### config.mk
export PLATFORM = sky130hd
export DESIGN_NAME = reorder_buffer
export DESIGN_NICKNAME = d
export VERILOG_FILES = /design/src/rtl/reorder_buffer.sv
export SDC_FILE = /design/constraint.sdc
export NUM_CORES = 2
export LEC_CHECK = 0
export ABC_CLOCK_PERIOD_IN_PS = 2900
export BUFFER_PORTS_ARGS = -buffer_cell sky130_fd_sc_hd__buf_2
export CAP_MARGIN = 0
export CELL_PAD_IN_SITES_DETAIL_PLACEMENT = 0
export CELL_PAD_IN_SITES_GLOBAL_PLACEMENT = 1
export CORE_MARGIN = 1
export CORE_UTILIZATION = 53
export CTS_CLUSTER_SIZE = 14
export DETAILED_ROUTE_END_ITERATION = 8
export MAX_ROUTING_LAYER = met4
export PLACE_DENSITY = 0.83
export SLEW_MARGIN = 10
export SYNTH_ARGS = -nofsm -noshare
export SYNTH_HDL_FRONTEND = slang
export SYNTH_SLANG_ARGS = --single-unit
export TNS_END_PERCENT = 1
### constraint.sdc
create_clock -name clk -period 2.9 [get_ports clk]
set_input_delay 0.145 -clock clk [delete_from_list [all_inputs] [get_ports clk]]
set_output_delay 0.145 -clock clk [all_outputs]
set_load 0.02 [all_outputs]
### src/rtl/reorder_buffer.sv
// Circular reorder buffer: in-order rename-ID allocation, out-of-order
// writeback, in-order registered commit with restore-triggered flush.
module reorder_buffer #(
  parameter int ROB_ADDR_WIDTH = 4,
  parameter int RF_ADDR_WIDTH  = 6,
  parameter int DATA_WIDTH     = 32,
  parameter int RF_REG_LO      = 33
) (
  input  logic                      clk,
  input  logic                      rst,
  input  logic                      alloc_en,
  input  logic                      alloc_dest_en,
  input  logic [RF_ADDR_WIDTH-1:0]  alloc_dest_addr,
  input  logic                      alloc_lo_en,
  input  logic                      alloc_add,
  input  logic                      alloc_restore,
  output logic                      alloc_ready,
  output logic [ROB_ADDR_WIDTH-1:0] alloc_id,
  output logic                      write_en,
  output logic [RF_ADDR_WIDTH-1:0]  write_addr,
  output logic [ROB_ADDR_WIDTH-1:0] write_ref_id,
  output logic                      write_lo_en,
  output logic [ROB_ADDR_WIDTH-1:0] write_lo_ref_id,
  input  logic                      wb_en,
  input  logic [ROB_ADDR_WIDTH-1:0] wb_id,
  input  logic [DATA_WIDTH-1:0]     wb_data,
  input  logic [DATA_WIDTH-1:0]     wb_lo_data,
  output logic                      commit_restore,
  output logic                      commit_add,
  output logic                      commit_en,
  output logic [RF_ADDR_WIDTH-1:0]  commit_addr,
  output logic [DATA_WIDTH-1:0]     commit_data,
  output logic                      commit_lo_en,
  output logic [DATA_WIDTH-1:0]     commit_lo_data
);

  localparam int AW    = ROB_ADDR_WIDTH;
  localparam int DEPTH = 1 << AW;
  localparam logic [RF_ADDR_WIDTH-1:0] LO_ADDR =
    RF_ADDR_WIDTH'(RF_REG_LO);

  // The lo channels carry no address: the RF targets LO_ADDR itself.
  logic unused_lo_addr;
  assign unused_lo_addr = ^LO_ADDR;

  logic [AW:0] head_q, head_d;
  logic [AW:0] tail_q, tail_d;
  logic        flush_pending_q, flush_pending_d;

  logic [DEPTH-1:0] valid_q, valid_d;
  logic [DEPTH-1:0] done_q, done_d;
  logic [DEPTH-1:0] dest_en_q, dest_en_d;
  logic [DEPTH-1:0] lo_en_q, lo_en_d;
  logic [DEPTH-1:0] add_q, add_d;
  logic [DEPTH-1:0] restore_q, restore_d;

  logic [RF_ADDR_WIDTH-1:0] dest_addr_q [DEPTH];
  logic [RF_ADDR_WIDTH-1:0] dest_addr_d [DEPTH];
  logic [DATA_WIDTH-1:0]    data_q [DEPTH];
  logic [DATA_WIDTH-1:0]    data_d [DEPTH];
  logic [DATA_WIDTH-1:0]    lo_data_q [DEPTH];
  logic [DATA_WIDTH-1:0]    lo_data_d [DEPTH];

  logic                     commit_restore_q, commit_restore_d;
  logic                     commit_add_q, commit_add_d;
  logic                     commit_en_q, commit_en_d;
  logic [RF_ADDR_WIDTH-1:0] commit_addr_q, commit_addr_d;
  logic [DATA_WIDTH-1:0]    commit_data_q, commit_data_d;
  logic                     commit_lo_en_q, commit_lo_en_d;
  logic [DATA_WIDTH-1:0]    commit_lo_data_q, commit_lo_data_d;

  logic [AW-1:0] head_idx;
  logic [AW-1:0] tail_idx;
  logic          full;
  logic          fire;
  logic          dest_ok;
  logic          wb_ok;
  logic          cm;

  assign head_idx = head_q[AW-1:0];
  assign tail_idx = tail_q[AW-1:0];
  assign full     = (head_idx == tail_idx) && (head_q[AW] != tail_q[AW]);

  // Held low in reset so dispatch never sees a phantom slot.
  assign alloc_ready = rst && !full && !flush_pending_q;
  assign fire        = alloc_en && alloc_ready;
  assign dest_ok     = alloc_dest_en && (alloc_dest_addr != '0);

  assign alloc_id        = tail_idx;
  assign write_en        = fire && dest_ok;
  assign write_addr      = alloc_dest_addr;
  assign write_ref_id    = tail_idx;
  assign write_lo_en     = fire && alloc_lo_en;
  assign write_lo_ref_id = tail_idx;

  assign wb_ok = wb_en && valid_q[wb_id] && !done_q[wb_id]
              && !flush_pending_q;
  assign cm    = valid_q[head_idx] && done_q[head_idx]
              && !flush_pending_q;

  always_comb begin
    head_d           = head_q;
    tail_d           = tail_q;
    flush_pending_d  = 1'b0;
    valid_d          = valid_q;
    done_d           = done_q;
    dest_en_d        = dest_en_q;
    lo_en_d          = lo_en_q;
    add_d            = add_q;
    restore_d        = restore_q;
    dest_addr_d      = dest_addr_q;
    data_d           = data_q;
    lo_data_d        = lo_data_q;
    commit_restore_d = 1'b0;
    commit_add_d     = 1'b0;
    commit_en_d      = 1'b0;
    commit_addr_d    = '0;
    commit_data_d    = '0;
    commit_lo_en_d   = 1'b0;
    commit_lo_data_d = '0;

    if (flush_pending_q) begin
      valid_d = '0;
      done_d  = '0;
      head_d  = '0;
      tail_d  = '0;
    end else begin
      if (fire) begin
        valid_d[tail_idx]     = 1'b1;
        done_d[tail_idx]      = 1'b0;
        dest_en_d[tail_idx]   = dest_ok;
        dest_addr_d[tail_idx] = alloc_dest_addr;
        lo_en_d[tail_idx]     = alloc_lo_en;
        add_d[tail_idx]       = alloc_add;
        restore_d[tail_idx]   = alloc_restore;
        tail_d                = tail_q + 1'b1;
      end
      if (wb_ok) begin
        done_d[wb_id]    = 1'b1;
        data_d[wb_id]    = wb_data;
        lo_data_d[wb_id] = wb_lo_data;
      end
      if (cm) begin
        valid_d[head_idx] = 1'b0;
        done_d[head_idx]  = 1'b0;
        head_d            = head_q + 1'b1;
        flush_pending_d   = restore_q[head_idx];
        commit_en_d       = dest_en_q[head_idx];
        commit_addr_d     = dest_addr_q[head_idx];
        commit_data_d     = data_q[head_idx];
        commit_lo_en_d    = lo_en_q[head_idx];
        commit_lo_data_d  = lo_data_q[head_idx];
        commit_add_d      = add_q[head_idx];
        commit_restore_d  = restore_q[head_idx];
      end
    end
  end

  always_ff @(posedge clk or negedge rst) begin
    if (!rst) begin
      head_q           <= '0;
      tail_q           <= '0;
      flush_pending_q  <= 1'b0;
      valid_q          <= '0;
      done_q           <= '0;
      dest_en_q        <= '0;
      lo_en_q          <= '0;
      add_q            <= '0;
      restore_q        <= '0;
      for (int i = 0; i < DEPTH; i++) begin
        dest_addr_q[i] <= '0;
        data_q[i]      <= '0;
        lo_data_q[i]   <= '0;
      end
      commit_restore_q <= 1'b0;
      commit_add_q     <= 1'b0;
      commit_en_q      <= 1'b0;
      commit_addr_q    <= '0;
      commit_data_q    <= '0;
      commit_lo_en_q   <= 1'b0;
      commit_lo_data_q <= '0;
    end else begin
      head_q           <= head_d;
      tail_q           <= tail_d;
      flush_pending_q  <= flush_pending_d;
      valid_q          <= valid_d;
      done_q           <= done_d;
      dest_en_q        <= dest_en_d;
      lo_en_q          <= lo_en_d;
      add_q            <= add_d;
      restore_q        <= restore_d;
      dest_addr_q      <= dest_addr_d;
      data_q           <= data_d;
      lo_data_q        <= lo_data_d;
      commit_restore_q <= commit_restore_d;
      commit_add_q     <= commit_add_d;
      commit_en_q      <= commit_en_d;
      commit_addr_q    <= commit_addr_d;
      commit_data_q    <= commit_data_d;
      commit_lo_en_q   <= commit_lo_en_d;
      commit_lo_data_q <= commit_lo_data_d;
    end
  end

  assign commit_restore = commit_restore_q;
  assign commit_add     = commit_add_q;
  assign commit_en      = commit_en_q;
  assign commit_addr    = commit_addr_q;
  assign commit_data    = commit_data_q;
  assign commit_lo_en   = commit_lo_en_q;
  assign commit_lo_data = commit_lo_data_q;

endmodule

# --- Word-level counts from Yosys, hierarchy flattened ---
# Cells that the tools add are included.
word_totals:
  mem_bits_rw: 0
  word_cells: 184
  input_bits: 82
  reg_bits: 1300
  n_memories: 0
  out_inout_bits: 95
  latchBits: 0
  rom_bits: 0
op_classes:
  n_eq_ne: 2
  add_sub_neg: 2
  bitwise: 11
  n_reduce_logical: 25
  muxes: 70
  n_mul: 0
  n_shift: 0
  magnitude_cmp: 11
  div: 0
ops:
  columns: ["cell", "n"]
  rows:
  - ["$bwmux W512", 2]
  - ["$mux W32", 9]
  - ["$bmux W32 S4", 2]
  - ["$mux W16", 10]
  - ["$demux W32 S4", 1]
  - ["$bwmux W96", 1]
  - ["$bwmux W16", 4]
  - ["$and A16 B16 Y16", 3]
  - ["$bmux W1 S4", 8]
  - ["$not A16 Y16", 2]
  - ["$or A16 B16 Y16", 2]
  - ["$mux W6", 5]
  - ["$bmux W6 S4", 1]
  - ["$demux W6 S4", 1]
  - ["$mux W5", 4]
  - ["$mux W1", 19]
  - ["$logic_and A1 B1 Y1", 17]
  - ["$ge A5 B5 Y1 const B", 3]
  - ["$lt A4 B5 Y1 const B", 3]
  - ["$not A4 Y5", 3]
  - ["$demux W1 S4", 3]
  - ["$ge A4 B1 Y1 const B", 3]
  - ["$add A5 B1 Y5 const B", 2]
  - ["$lt A5 B1 Y1 const B", 2]
  - ["other kinds (7)", 11]

# --- Longest topological paths before layout ---
logic_depth:
  word_depth: 14
  depth_mapped: 9
  ltp_nobuf: 7

# --- Least setup slack after synthesis ---
# Ideal clock, no wire load.
synth_path:
  path_type: "reg-to-reg"
  startpoint: "register head_q[0]"
  endpoint: "register commit_lo_en_q, in the netlist commit_lo_en"
  arrival_time_ns: 2.263
  setup_time_ns: 0.132
  n_path_buf: 3
  path_slack_ns: 0.505
  period_less_slack_ns: 2.395
  path_stages_with_launch: 7
  required_time_ns: 2.768
  path_cell_list: "dfrtp_1 -> buf_2 -> buf_6 -> clkbuf_1 -> mux4_2 -> mux4_2 -> nor2b_1"
synth_via:
  elab_chain_len: 6
  word_cells_on_any_way: 10
  classes_between: "mux: 8; reduce/logical: 2"
synth_lines:
  columns: ["element", "line", "text"]
  rows:
  - ["start: declaration", "46", "logic [AW:0] head_q, head_d;"]
  - ["start signal: assignment", "161", "head_q <= '0;"]
  - ["start signal: assignment", "183", "head_q <= head_d;"]
  - ["$bmux W1 S4", "98", "assign cm = valid_q[head_idx] && done_q[head_idx]"]
  - ["$mux W1 (not written as such)", "98", null]
  - ["$logic_and A1 B1 Y1", "98", null]
  - ["$logic_and A1 B1 Y1", "99", "&& !flush_pending_q;"]
  - ["$mux W1 *", "143", "if (cm) begin"]
  - ["$mux W1 *", "122", "if (flush_pending_q) begin"]
  - ["named net commit_lo_en_d", "69", "logic commit_lo_en_q, commit_lo_en_d;"]
  - ["end signal: assignment", "200", "commit_lo_en_q <= commit_lo_en_d;"]
  - ["end: declaration", "69", null]
# Mark *: on every way through the listed nets, which the timed path passes. The rest lies on a longest branch. The select of a mux whose other input is x is not followed.
# A chain may end at the register's enable or synchronous reset.

# --- Worst setup path after layout ---
layout_path:
  startpoint: "register head_q[0]"
  endpoint: "output port write_lo_en"
layout_via:
  elab_chain_len: 7
layout_lines:
  columns: ["element", "line", "text"]
  rows:
  - ["$eq A4 B4 Y1", "82", "assign full = (head_idx == tail_idx) && (head_q[AW] != tail_q[AW]);"]
  - ["$logic_and A1 B1 Y1", "82", null]
  - ["$logic_not A1 Y1", "85", "assign alloc_ready = rst && !full && !flush_pending_q;"]
  - ["$logic_and A1 B1 Y1 (2 in series)", "85", null]
  - ["$logic_and A1 B1 Y1", "86", "assign fire = alloc_en && alloc_ready;"]
  - ["$logic_and A1 B1 Y1", "93", "assign write_lo_en = fire && alloc_lo_en;"]
  - ["end: declaration", "22", "output logic write_lo_en,"]
# No other way between the ends.

==> key figures <==
Place
  – DP Area: 60,720 um^2
  – PortBufs: 176
  – DPL Wire Length: 76,130 um
  – GPL Wtd Cong: 0.7942
  – DP Cell Count: 5,058

Setup path
  – CP Max Fanout: 13
  – Crit start category: flop
  – Critical Path End Type: primary output
  – Crit path kind: flop to primary output
  – Reg-to-Reg End: commit_lo_data[4]
  – Reg2reg path depth: 5
  – Reg-to-Reg Start: head_q[0]
  – Flop2flop setup slack: 330 ps
  – WP data required: 2760 ps
  – Critical path arrival: 2590 ps

Pwr
  – Worst VDD drop: 636.5 uV
  – Power Density: 997.9 nW/um^2
  – Leak pwr: 30.72 nW
  – Power Total: 66.08 mW

Layout
  – Finished Cell Area: 66,220 um^2
  – Final std cells w/o fill: 5,388
  – Synthesis-to-layout area growth: 14.12%
  – Layout Nets: 3,955
  – Layout cell share with drive strength beyond 1: 48.59%

Timing
  – RSZ-0062 raised after global routing: false
  – Worst Skew: 31.18 ps
  – Final setup fails: 0
  – Worst-margin pin slew: 1042 ps
  – Final total negative setup slack: 0 ps
  – Headroom to the max-slew limit: 30.56%
  – Final hold violations: 0
  – Count of final max-slew check failures: 0
  – Tcrit/Tclk final: 94.47%
  – Fmax: 365.0 MHz
  – Tmin final: 2739 ps

Logic synthesis
  – Syn_nets: 3,769
  – Cell Area, Synth: 58,020 um^2
  – Synth top area share: 56.06%
  – Synthesis Warnings: 0
  – Most used standard cell by instance count after synthesis: dfrtp_1
  – Synth unique cells: 50
  – Avg Synthesized Cell Area: 15.77 um^2
  – Area leader, netlist: dfrtp_1
  – Async SR Flop Fraction: 100.0%
  – Main flop type after synthesis: dfrtp_1
  – Cells after Synth: 3,679
  – Most frequent cells after synthesis: dfrtp_1 (1,300), mux2_2 (992), mux4_2 (378), nand2_1 (234), buf_2 (157)
  – Synth area leaders: dfrtp_1 (56%), mux2_2 (19%), mux4_2 (15%)
  – Flops & latches, synth: 1,300
  – Number of synthesized flops with an enable pin: 0
  – Sequential area share after synthesis: 56.06%

Route
  – Met3 routed WL: 6818 um
  – Met2 WL: 67,430 um
  – Final routed DRC violation total: 0
  – DR iter-0 viols: 2,284
  – DR top layer: met4
  – Total wire length: 137,700 um
  – Routed Antenna Nets: 0
  – Metal1 wirelength: 60,920 um
  – Drt via density: 6.017
  – Via count: 32,420
  – TritonRoute pass-1 iters: 5
  – Routed len/inst: 25.56 um

GRT
  – GRT Util Overall: 26.52%
  – Global route total overflow: 0
  – Initial antenna violation count: 9
  – Largest net degree at the start of global routing: 180
  – First-pass GRT wire length: 217,200 um
  – Number of global-route vias before repair: 34,860

Floorplan
  – Initial Utilization: 53.38%
  – Num rows: 121
  – Die area: 110,800 um^2
  – Core ar.: 108,700 um^2
  – I/O pins: 177
  – Die Y: 332.9 um
  – Chip width: 332.9 um

CTS
  – Max clock buf depth: 3
  – CTS Root Cell: clkbuf_16
  – Clk slew on worst S/H paths: 60 ps
  – CTS tree: built
  – Clk Latency, worst-skew pair: 750 ps
  – H-tree depth: 4
  – Total CTS buffers: 139
  – Sink Count: 1,300

Min path
  – Min-delay worst type: input port to asynchronous set/reset pin

Status
  – Run status: finished clean

Job
  – Max Cap Viol: 0
[report_power, final]
| group | switching, mW | internal, mW | leakage [nW] |
|---|---|---|---|
| sequential | 3.51 | 24.7 | 17.2 |
| clock | 7.27 | 10.8 | 2.31 |
| combinational | 7.83 | 12.0 | 11.3 |
| total | 18.6 | 47.5 | 30.7 |
[critical path: stages, from the launching register on]
cell and delay (ps):
dfrtp_4 600, xnor2_2 220, nand2_2 150, buf_4 220, o211ai_1 240, buf_4 210
nor2_1 50, buf_2 170
[repair_timing]
item,in CTS,in global routing
setup endpoints to repair,3,2
pin swaps,0,1
hold endpoints to repair,1552,0
resized for setup,2,1
hold buffers,78,0
setup buffers,1,1
[routing by layer]
metal | vias to the layer above | GRT usage [%]
met5 | - | -
met4 | 0 | 6.618
met3 | 191 | 4.256
met2 | 706 | 41.16
met1 | 17670 | 36.91
li1 | 13850 | -
[placed cells by master, fill, tap and decap left out, drive strengths merged, types with 11 or more instances in the layout]
cell type	instances
dfrtp	1300
mux2	1091
mux4	378
buf	307
nand2	234
clkbuf	193
nor2b	86
dlygate4sd3	77
o21ai	52
clkinv	33
nor2	26
inv	23
nand2b	22
mux2i	16
nor3	15
a21oi	13
bufinv	11
[logic make-up (layout without fill, tap and decap cells)]
group                      after synthesis  in the layout  synth area share (%)
buffers and inverters                  358            645                 2.991
AOI/OAI and AO/OA                      111            111                 1.184
muxes                                 1485           1485                 36.12
adders and majority gates                8              8                0.1725
and+or+nand+nor                        411            411                 3.377
DFF                                   1300           1300                 56.06
other                                    0              8                     0
xor gates and xnor gates                 6              6               0.09057
[worst max-delay path by stage]
| stage | start | to |
|---|---|---|
| final | head_q[0] | write_lo_en |
| after detailed placement | head_q[1] | dest_addr_q[19] |
| after global placement | head_q[1] | commit_lo_data[13] |
| after global routing | head_q[0] | write_lo_en |
| after CTS | head_q[1] | write_lo_en |
| after floorplan | head_q[0] | commit_lo_en |
[through the flow]
stage          hold WS (ps)  utilization (%)  setup slack [ps]
5_1_grt               71.32            60.91             10.40
4_1_cts               11.18            60.89             13.05
6_report              67.08            60.92             160.5
3_3_place_gp          37.85            55.86             257.5
2_1_floorplan        -150.6                -             505.1
3_5_place_dp          35.34            55.86             236.3
[final cells by class]
cell class                      instances  area, um^2
Timing Repair Buffer                  384        3271
Fill cell                            8118       42480
Multi-Input combinational cell       2021       23900
Sequential cell                      1300       32540
Antenna cell                            8       20.02
Clock buffer                          193        4070
Tap cell                             1414        1769
Inverter                               19       78.83
Clock inverter                         49       571.8
[sequential cells by signal, summed over array words and instances, names as in the netlist, 16 cells and up]
name,count
commit_data,32
dest_en_q,16
valid_q,16
commit_lo_data,32
data_q,512
lo_en_q,16
done_q,16
restore_q,16
add_q,16
dest_addr_q,96
lo_data_q,512
(Power assumes the default switching activity.)
